File: config.mk
export PLATFORM = sky130hd
export DESIGN_NAME = pipe_stall_ctrl
export DESIGN_NICKNAME = d
export VERILOG_FILES = /design/src/rtl/pipe_stall_ctrl_pkg.sv /design/src/rtl/pipe_stall_ctrl_md_occupancy_ctr.sv /design/src/rtl/pipe_stall_ctrl.sv
export SDC_FILE = /design/constraint.sdc
export NUM_CORES = 1
export LEC_CHECK = 0
export ABC_AREA = 1
export CORE_UTILIZATION = 31
export CTS_CLUSTER_SIZE = 25
export DETAILED_ROUTE_END_ITERATION = 6
export PLACE_DENSITY = 0.65
export SLEW_MARGIN = 20
export SYNTH_ARGS = -nofsm -noshare
export SYNTH_HDL_FRONTEND = slang
export SYNTH_HIERARCHICAL = 1
export SYNTH_SLANG_ARGS = --single-unit
File: constraint.sdc
create_clock -name clk -period 2.2 [get_ports clk]
set_clock_uncertainty 0.05 [all_clocks]
set_input_delay 0.44 -clock clk [delete_from_list [all_inputs] [get_ports clk]]
set_output_delay 0.44 -clock clk [all_outputs]
set_load 0.03 [all_outputs]
File: src/rtl/pipe_stall_ctrl_pkg.sv
// Shared definitions for the pipeline stall/flush sequencer.
//   - controller state encodings (S_RUN / S_MD / S_MEMWAIT)
//   - default mult/div EX latency
//   - next-PC select codes driven by the ID stage (NPCOp)
package pipe_stall_ctrl_pkg;

  localparam logic [1:0] S_RUN     = 2'd0;
  localparam logic [1:0] S_MD      = 2'd1;
  localparam logic [1:0] S_MEMWAIT = 2'd2;

  localparam int MD_LAT_DEF = 8;

  // Any non-zero NPCOp is a taken redirect resolved in ID.
  localparam logic [1:0] NPC_SEQ    = 2'd0;
  localparam logic [1:0] NPC_BRANCH = 2'd1;
  localparam logic [1:0] NPC_JUMP   = 2'd2;
  localparam logic [1:0] NPC_JR     = 2'd3;

endpackage

File: src/rtl/pipe_stall_ctrl_md_occupancy_ctr.sv
// md_occupancy_ctr: remaining-occupancy counter for a multi-cycle mult/div op.
//   clk, rst_n : clock, asynchronous active-low reset (clears the count)
//   load       : op enters EX; count becomes MD_LAT-1
//   dec        : one more EX cycle consumed; count decrements
//   (neither)  : count frozen (e.g. during a data-memory wait)
//   md_cnt     : remaining cycles after the current one
//   md_nz      : an op is still in flight (md_cnt != 0)
//   md_last    : current cycle is the last owed one (md_cnt == 1)
module md_occupancy_ctr #(
  parameter int MD_LAT = 8,
  parameter int CW     = $clog2(MD_LAT)
) (
  input  logic          clk,
  input  logic          rst_n,
  input  logic          load,
  input  logic          dec,
  output logic [CW-1:0] md_cnt,
  output logic          md_nz,
  output logic          md_last
);

  always_ff @(posedge clk or negedge rst_n) begin
    if (!rst_n) begin
      md_cnt <= '0;
    end else if (load) begin
      md_cnt <= CW'(MD_LAT - 1);
    end else if (dec) begin
      md_cnt <= md_cnt - 1'b1;
    end
  end

  assign md_nz   = (md_cnt != '0);
  assign md_last = (md_cnt == CW'(1));

endmodule

File: src/rtl/pipe_stall_ctrl.sv
// pipe_stall_ctrl: central stall/flush sequencer for the 5-stage pipeline.
// Inputs : clk, rst_n (async, active low), IDEXrt/IFIDrs/IFIDrt/MemRead
//          (load-use detect), NPCOp (ID redirect), md_start (mult/div
//          issue), dmem_req/dmem_rdy (data memory wait).
// Outputs: per-register write enables / flushes (pc, IF/ID, ID/EX, EX/MEM,
//          MEM/WB), md_busy, saturating stall_cnt / flush_cnt.
// Priority each cycle: memory wait > mult/div occupancy > load-use >
// redirect > run. A register is never written and flushed in the same
// cycle outside reset; during reset every register flushes and none writes.
module pipe_stall_ctrl
  import pipe_stall_ctrl_pkg::*;
#(
  parameter int MD_LAT = MD_LAT_DEF,
  parameter int CNT_W  = 32
) (
  input  logic             clk,
  input  logic             rst_n,
  input  logic [4:0]       IDEXrt,
  input  logic [4:0]       IFIDrs,
  input  logic [4:0]       IFIDrt,
  input  logic             MemRead,
  input  logic [1:0]       NPCOp,
  input  logic             md_start,
  input  logic             dmem_req,
  input  logic             dmem_rdy,
  output logic             pc_wr,
  output logic             ifid_wr,
  output logic             ifid_flush,
  output logic             idex_wr,
  output logic             idex_flush,
  output logic             exmem_wr,
  output logic             exmem_flush,
  output logic             memwb_wr,
  output logic             md_busy,
  output logic [CNT_W-1:0] stall_cnt,
  output logic [CNT_W-1:0] flush_cnt
);

  localparam int CW = $clog2(MD_LAT);

  logic [1:0]    state, next_state;
  logic [CW-1:0] md_cnt;
  logic          md_nz, md_last, md_load, md_dec;
  logic          memw, lduse, redir, in_md;
  logic          stall_inc, flush_inc;

  assign memw  = dmem_req & ~dmem_rdy;
  assign lduse = MemRead & (IDEXrt != 5'd0) & ((IDEXrt == IFIDrs) | (IDEXrt == IFIDrt));
  assign redir = |NPCOp;

  // S_MEMWAIT resumes whatever was frozen: once the memory is ready the
  // cycle behaves like S_MD when an op is still owed, else like S_RUN.
  assign in_md = (state == S_MD) | ((state == S_MEMWAIT) & md_nz);

  md_occupancy_ctr #(.MD_LAT(MD_LAT), .CW(CW)) u_md (
    .clk     (clk),
    .rst_n   (rst_n),
    .load    (md_load),
    .dec     (md_dec),
    .md_cnt  (md_cnt),
    .md_nz   (md_nz),
    .md_last (md_last)
  );

  always_comb begin
    pc_wr       = 1'b1;
    ifid_wr     = 1'b1;
    ifid_flush  = 1'b0;
    idex_wr     = 1'b1;
    idex_flush  = 1'b0;
    exmem_wr    = 1'b1;
    exmem_flush = 1'b0;
    memwb_wr    = 1'b1;
    md_busy     = 1'b0;
    md_load     = 1'b0;
    md_dec      = 1'b0;
    stall_inc   = 1'b0;
    flush_inc   = 1'b0;
    next_state  = in_md ? S_MD : S_RUN;

    if (memw) begin
      // Full freeze; the mult/div count holds.
      pc_wr      = 1'b0;
      ifid_wr    = 1'b0;
      idex_wr    = 1'b0;
      exmem_wr   = 1'b0;
      memwb_wr   = 1'b0;
      md_busy    = in_md;
      stall_inc  = 1'b1;
      next_state = S_MEMWAIT;
    end else if (in_md | md_start) begin
      // EX occupied: front end holds, bubbles drain into MEM. md_start
      // while an op is already in flight is ignored.
      pc_wr       = 1'b0;
      ifid_wr     = 1'b0;
      idex_wr     = 1'b0;
      exmem_wr    = 1'b0;
      exmem_flush = 1'b1;
      md_busy     = 1'b1;
      stall_inc   = 1'b1;
      if (in_md) begin
        md_dec     = 1'b1;
        next_state = md_last ? S_RUN : S_MD;
      end else begin
        md_load    = 1'b1;
        next_state = S_MD;
      end
    end else if (lduse) begin
      // Redirect is deliberately dropped: the branch re-resolves next
      // cycle once the loaded operand can be forwarded.
      pc_wr      = 1'b0;
      ifid_wr    = 1'b0;
      idex_wr    = 1'b0;
      idex_flush = 1'b1;
      stall_inc  = 1'b1;
    end else if (redir) begin
      ifid_wr    = 1'b0;
      ifid_flush = 1'b1;
      flush_inc  = 1'b1;
    end

    if (!rst_n) begin
      pc_wr       = 1'b0;
      ifid_wr     = 1'b0;
      ifid_flush  = 1'b1;
      idex_wr     = 1'b0;
      idex_flush  = 1'b1;
      exmem_wr    = 1'b0;
      exmem_flush = 1'b1;
      memwb_wr    = 1'b0;
      md_busy     = 1'b0;
      stall_inc   = 1'b0;
      flush_inc   = 1'b0;
    end
  end

  always_ff @(posedge clk or negedge rst_n) begin
    if (!rst_n) begin
      state     <= S_RUN;
      stall_cnt <= '0;
      flush_cnt <= '0;
    end else begin
      state <= next_state;
      if (stall_inc && (stall_cnt != '1)) stall_cnt <= stall_cnt + 1'b1;
      if (flush_inc && (flush_cnt != '1)) flush_cnt <= flush_cnt + 1'b1;
    end
  end

endmodule

# Word-level counts from Yosys, hierarchy flattened
# Cells that the tools add are included.
# W data, S select, Z words.
# op_classes
n_mux,45
bitwise,8
add_sub_neg,3
reduce_logical,6
eq_ne,7
# op_table
op,count
$add A32 B1 Y32 const B,2
$ne A32 B32 Y1 const B,2
$mux W1,42
$eq A5 B5 Y1,2
$mux W3,2
$reduce_bool A5 Y1,1
$and A1 B1 Y1,4
$eq A3 B1 Y1 const B,1
$or A1 B1 Y1,3
$reduce_bool A3 Y1,1
$sub A3 B1 Y3 const B,1
$eq A2 B1 Y1 const B,1
$eq A2 B2 Y1 const B,1
$logic_and A1 B1 Y1,2
$mux W2,1
$reduce_bool A2 Y1,1
$reduce_or A2 Y1,1
$not A1 Y1,1
# totals
reg_bits,69
in_bits,23

# Longest topological paths before layout
# logic_depth
ltp_word,8
mapped_depth,15

# Modules after synthesis
# Netlist, hierarchy kept.
# modules_own_cells
mod,n_inst,seq_area_each_um2,cells_each,area_per_inst_um2
pipe_stall_ctrl,1,1651.6,765,4907.2
md_occupancy_ctr,1,75.1,24,185.2

# Least setup slack after synthesis
# No wires, ideal clock.
# synth_timing
kind,reg2out
startpoint,register u_md.md_cnt[0]
endpoint,output ifid_wr
setup_slack_ps,-348
arrival_ps,2058
path_stages_with_launch,14
cell_sequence,dfrtp_1 -> inv_1 -> ha_1 -> nand2_1 -> nand2_1 -> nand2_1 -> o21ai_2 -> inv_1 -> nor2_2 -> nand2_1 -> inv_1 -> nand2_2 -> buf_2 -> nor3_1
# synth_via
elab_chain_len,7
# synth_lines
item,line_no,text
start: declaration,pipe_stall_ctrl_md_occupancy_ctr.sv:17,"output logic [CW-1:0] md_cnt,"
start signal: assignment,pipe_stall_ctrl_md_occupancy_ctr.sv:26,md_cnt <= CW'(MD_LAT - 1);
start signal: assignment,pipe_stall_ctrl_md_occupancy_ctr.sv:28,md_cnt <= md_cnt - 1'b1;
$reduce_bool A3 Y1,pipe_stall_ctrl_md_occupancy_ctr.sv:32,assign md_nz = (md_cnt != '0);
named net md_nz,pipe_stall_ctrl.sv:43,"logic md_nz, md_last, md_load, md_dec;"
$and A1 B1 Y1,pipe_stall_ctrl.sv:53,assign in_md = (state == S_MD) | ((state == S_MEMWAIT) & md_nz);
$or A1 B1 Y1,pipe_stall_ctrl.sv:53,
$or A1 B1 Y1,pipe_stall_ctrl.sv:91,end else if (in_md | md_start) begin
$mux W1,pipe_stall_ctrl.sv:91,
$mux W1,pipe_stall_ctrl.sv:81,if (memw) begin
$mux W1,pipe_stall_ctrl.sv:122,if (!rst_n) begin
end: declaration,pipe_stall_ctrl.sv:27,"output logic ifid_wr,"
# The timed path passes the listed nets, and every way through them passes these cells.

# Final worst setup path
# layout_timing
startpoint,register u_md.md_cnt[1]
endpoint,output pc_wr
# layout_via
elab_chain_len,7
# layout_lines
item,line_no,text
$reduce_bool A3 Y1,pipe_stall_ctrl_md_occupancy_ctr.sv:32,
named net md_nz,pipe_stall_ctrl.sv:43,
$and A1 B1 Y1,pipe_stall_ctrl.sv:53,
$or A1 B1 Y1,pipe_stall_ctrl.sv:53,
$or A1 B1 Y1,pipe_stall_ctrl.sv:91,
$mux W1,pipe_stall_ctrl.sv:91,
$mux W1,pipe_stall_ctrl.sv:81,
$mux W1,pipe_stall_ctrl.sv:122,
end: declaration,pipe_stall_ctrl.sv:26,"output logic pc_wr,"
# The timed path passes the listed nets, and every way through them passes these cells.

==> impl_metrics.csv <==
group,metric,value,unit
run_status,outcome,"complete, but fails checks",
run_status,violations,"setup timing",
layout,n_antenna_cell,0,
die,start_util,31.94,%
placement,place_hpwl,11170,um
power_and_ir_drop,p_total,4.192,mW
worst_setup_path,r2r_cells,21,
sta,worst_pin_slew,0.8664,ns
global_route,track_usage,19.40,%
clock_tree,ctsRootBufferMaster,"clkbuf_16",
layout,drive_gt1_share,13.27,%
sta,timing.slew.headroom,42.24,%
detailed_routing,top_layer,"met4",
layout,fin_nets,950,
yosys,synthArstFlopShare,100.0,%
power_and_ir_drop,pwr-share-seq,35.3,%
yosys,syn_area_per_cell,6.454,um2
worst_setup_path,required,1.71,ns
global_route,grt_max_degree,77,
sta,final-setup-viol-count,41,
sta,fin_crit,2.422,ns
worst_setup_path,rrSetupSlack,-0.21,ns
sta,worst_slack,-0.2223,ns
global_route,antenna_found_initial,0,
worst_setup_path,r2r_end,"u_md/md_cnt[1]$_DFFE_PN0P_",
clock_tree,clockBufferDepth,2,
worst_setup_path,critPathLaunch,"u_md/md_cnt[1]$_DFFE_PN0P_",
detailed_routing,vias,5578,
power_and_ir_drop,ir_worst_vdd,0.4410,mV
die,die_x,130.2,um
yosys,syn_area,5092,um2
worst_setup_path,start_kind,"register",
power_and_ir_drop,pwr-share-comb,29.2,%
power_and_ir_drop,p_per_area,589.8,nW/um2
yosys,synth_cell_types,28,
detailed_routing,wl_per_cell,13.99,um
power_and_ir_drop,p_sw_share,32.36,%
clock_tree,clk_pin_slew,0.06,ns
yosys,synth_warnings,6,
global_route,grt_pass1_wl,25850,um
sta,holdWs,0.1363,ns
clock_tree,cts_sinks,69,
power_and_ir_drop,pwr-share-clk,35.5,%
yosys,synth_edf_count,0,
detailed_routing,wl_met1,7100,um
clock_tree,htree_levels,3,
worst_setup_path,critPathKind,"reg -> out",
sta,timing.final.max_slew_violations,0,
yosys,ys_ff_latch,69,
power_and_ir_drop,leakagePower,3.318,nW
clock_tree,cts_tree,"done",
die,rows,46,
die,core-area,15940,um2
clock_tree,clock_latency,0.35,ns
detailed_routing,dr_wl_met3,953,um
detailed_routing,routed_wl,15990,um
clock_tree,numCtsBuffers,9,
global_route,grt_overflow_total,0,
yosys,syn_inst,789,
die,io_pins,96,
power_and_ir_drop,internal_power,2.835,mW
yosys,ys.flop_type,"dfrtp_1",
worst_setup_path,setup.worst_path.end_class,"output port",
placement,place_congestion,0.9182,
power_and_ir_drop,p_switching,1.356,mW
detailed_routing,drcViolationCount,0,
detailed_routing,dr_wl_met2,7528,um
yosys,syn_nets,817,
sta,period_share,110.1,%
yosys,ys_seq_area_share,33.91,%
hold_path,hp-class,"in -> async",
sta,clock.fmax,0.4128,GHz
detailed_routing,via_per_inst,4.880,
detailed_routing,antenna_left,0,
sta,grt_setup_unrepaired,"yes",
die,die-height,130.2,um
global_route,grt_pass1_vias,5222,
worst_setup_path,cp_max_fo,3,
flow_run,maxCapViolations,0,
die,dieArea,16940,um2
detailed_routing,drt_first_pass_iters,5,
layout,syn2layout_area_growth,39.56,%
worst_setup_path,cp.arrival,1.93,ns
sta,hold_violations,0,
worst_setup_path,r2r_start,"u_md/md_cnt[1]$_DFFE_PN0P_",
placement,port_buffers,95,
detailed_routing,dr.first_iter.drc_count,407,
[flip-flops by register name (all words and copies together) (netlist names)]
| name | count |
|---|---|
| state | 2 |
| flush_cnt | 32 |
| u_md/md_cnt | 3 |
| stall_cnt | 32 |
[per-stage QoR]
| stage | area [um2] | util [%] | worst slack (ns) | setup TNS [ns] | cells |
|---|---|---|---|---|---|
| floorplan | 5104 | - | -0.08849 | -0.1506 | 789 |
| global placement | 6420 | 40.27 | -0.1244 | -2.639 | 1105 |
| detailed placement | 6420 | 40.27 | -0.1471 | -4.285 | 1105 |
| CTS | 6982 | 43.79 | -0.2525 | -7.403 | 1138 |
| global route | 7107 | 44.58 | -0.3541 | -8.533 | 1143 |
| finish | 7107 | 44.58 | -0.2223 | -2.277 | 1143 |
[synth_stat cells (2+ instances only)]
master    number  area share [%]
nand2_1      360              27
nand4_1       71             8.7
buf_2         10            0.98
nand3b_1      29             4.3
xor2_1        22             3.8
nor2_1       110             8.1
buf_6          6             1.3
ha_1           5             1.2
nor3_1         3            0.29
nand2_2        3            0.37
xnor2_1       10             1.7
o21ai_0        4            0.39
inv_1         42             3.1
nand4_2        2            0.49
a21oi_1        2            0.20
inv_2          7            0.52
nand3_2        2            0.39
nand3_1       11             1.1
nor2_4         3            0.66
clkbuf_1       8            0.59
nor2_2         4            0.49
dfrtp_1       69              34
[worst max-delay path: stages, from the launching register on]
cell,delay (ns)
dfrtp_1,0.39
inv_2,0.09
ha_4,0.13
nand2_2,0.04
nand2_1,0.05
nand2_1,0.05
o21ai_2,0.08
inv_2,0.08
nor2_4,0.10
buf_6,0.12
nand3_4,0.07
a21oi_4,0.13
buf_6,0.13
buf_6,0.13
[worst max path at each step]
stage / cells after the start / end / slack (ns)
finish: 13 / pc_wr / -0.22
global route: 13 / idex_wr / -0.35
CTS: 13 / pc_wr / -0.25
detailed placement: 10 / idex_flush / -0.15
global placement: 7 / exmem_flush / -0.12
floorplan: 13 / ifid_wr / -0.09
[power by group through the flow]
stage | registers, mW | clock network [mW] | logic [mW]
after CTS | 1.48 | 1.53 | 1.16
after detailed placement | 1.50 | 0 | 0.998
final | 1.48 | 1.49 | 1.22
after floorplan | 1.63 | 0 | 0.418
after global placement | 1.49 | 0 | 0.989
after global routing | 1.49 | 1.58 | 1.34
[cells by family after synthesis]
logic type / share of synthesized area, %
AO/OA/AOI/OAI: 0.9337
adder cells (fa/ha/maj): 1.229
flip-flops: 33.91
AND/OR/NAND/NOR: 51.62
XOR/XNOR: 5.504
buffers and inverters: 6.806
[layout by cell type (no fill, tap or decap), types with 2 or more instances in the layout]
master	count
clkinv_2	2
nand2_2	7
dlygate4sd2_1	3
nand4_2	2
nor3_1	2
nor2_1	109
clkbuf_16	11
nand2_1	354
buf_4	36
nand4_1	71
clkinvlp_4	3
ha_1	4
a21oi_2	2
nand3_1	8
nand3_2	3
nand3_4	2
o21ai_2	3
nand3b_1	29
buf_12	4
buf_6	20
dfrtp_1	69
nor2_4	5
xnor2_1	10
inv_1	37
o21ai_0	2
dlymetal6s2s_1	2
xor2_1	22
inv_2	12
clkdlybuf4s50_1	80
nand2_4	2
nor2_2	3
[layer usage]
metal / global-route usage [%] / vias up
met5: 0 / -
met4: 6.977 / 0
met3: 4.756 / 34
met2: 31.79 / 183
met1: 24.69 / 2562
li1: - / 2799
[what timing repair did]
action,in CTS,in global routing
resized for setup,42,19
hold buffers,1,0
endpoints found under the hold margin,1,0
endpoints found under the setup margin,7,76
setup buffers,16,5
gates cloned,0,3
pin swaps,8,7
[cell type report]
type                            count  area, um2
Inverter                           50      187.7
Fill cell                        1633       8836
Clock buffer                       10      239.0
Multi-Input combinational cell    644       3133
Timing Repair Buffer              148       1488
Clock inverter                      6      62.56
Tap cell                          216      270.3
Sequential cell                    69       1727
Note: power is estimated with default switching activity, not from simulation.
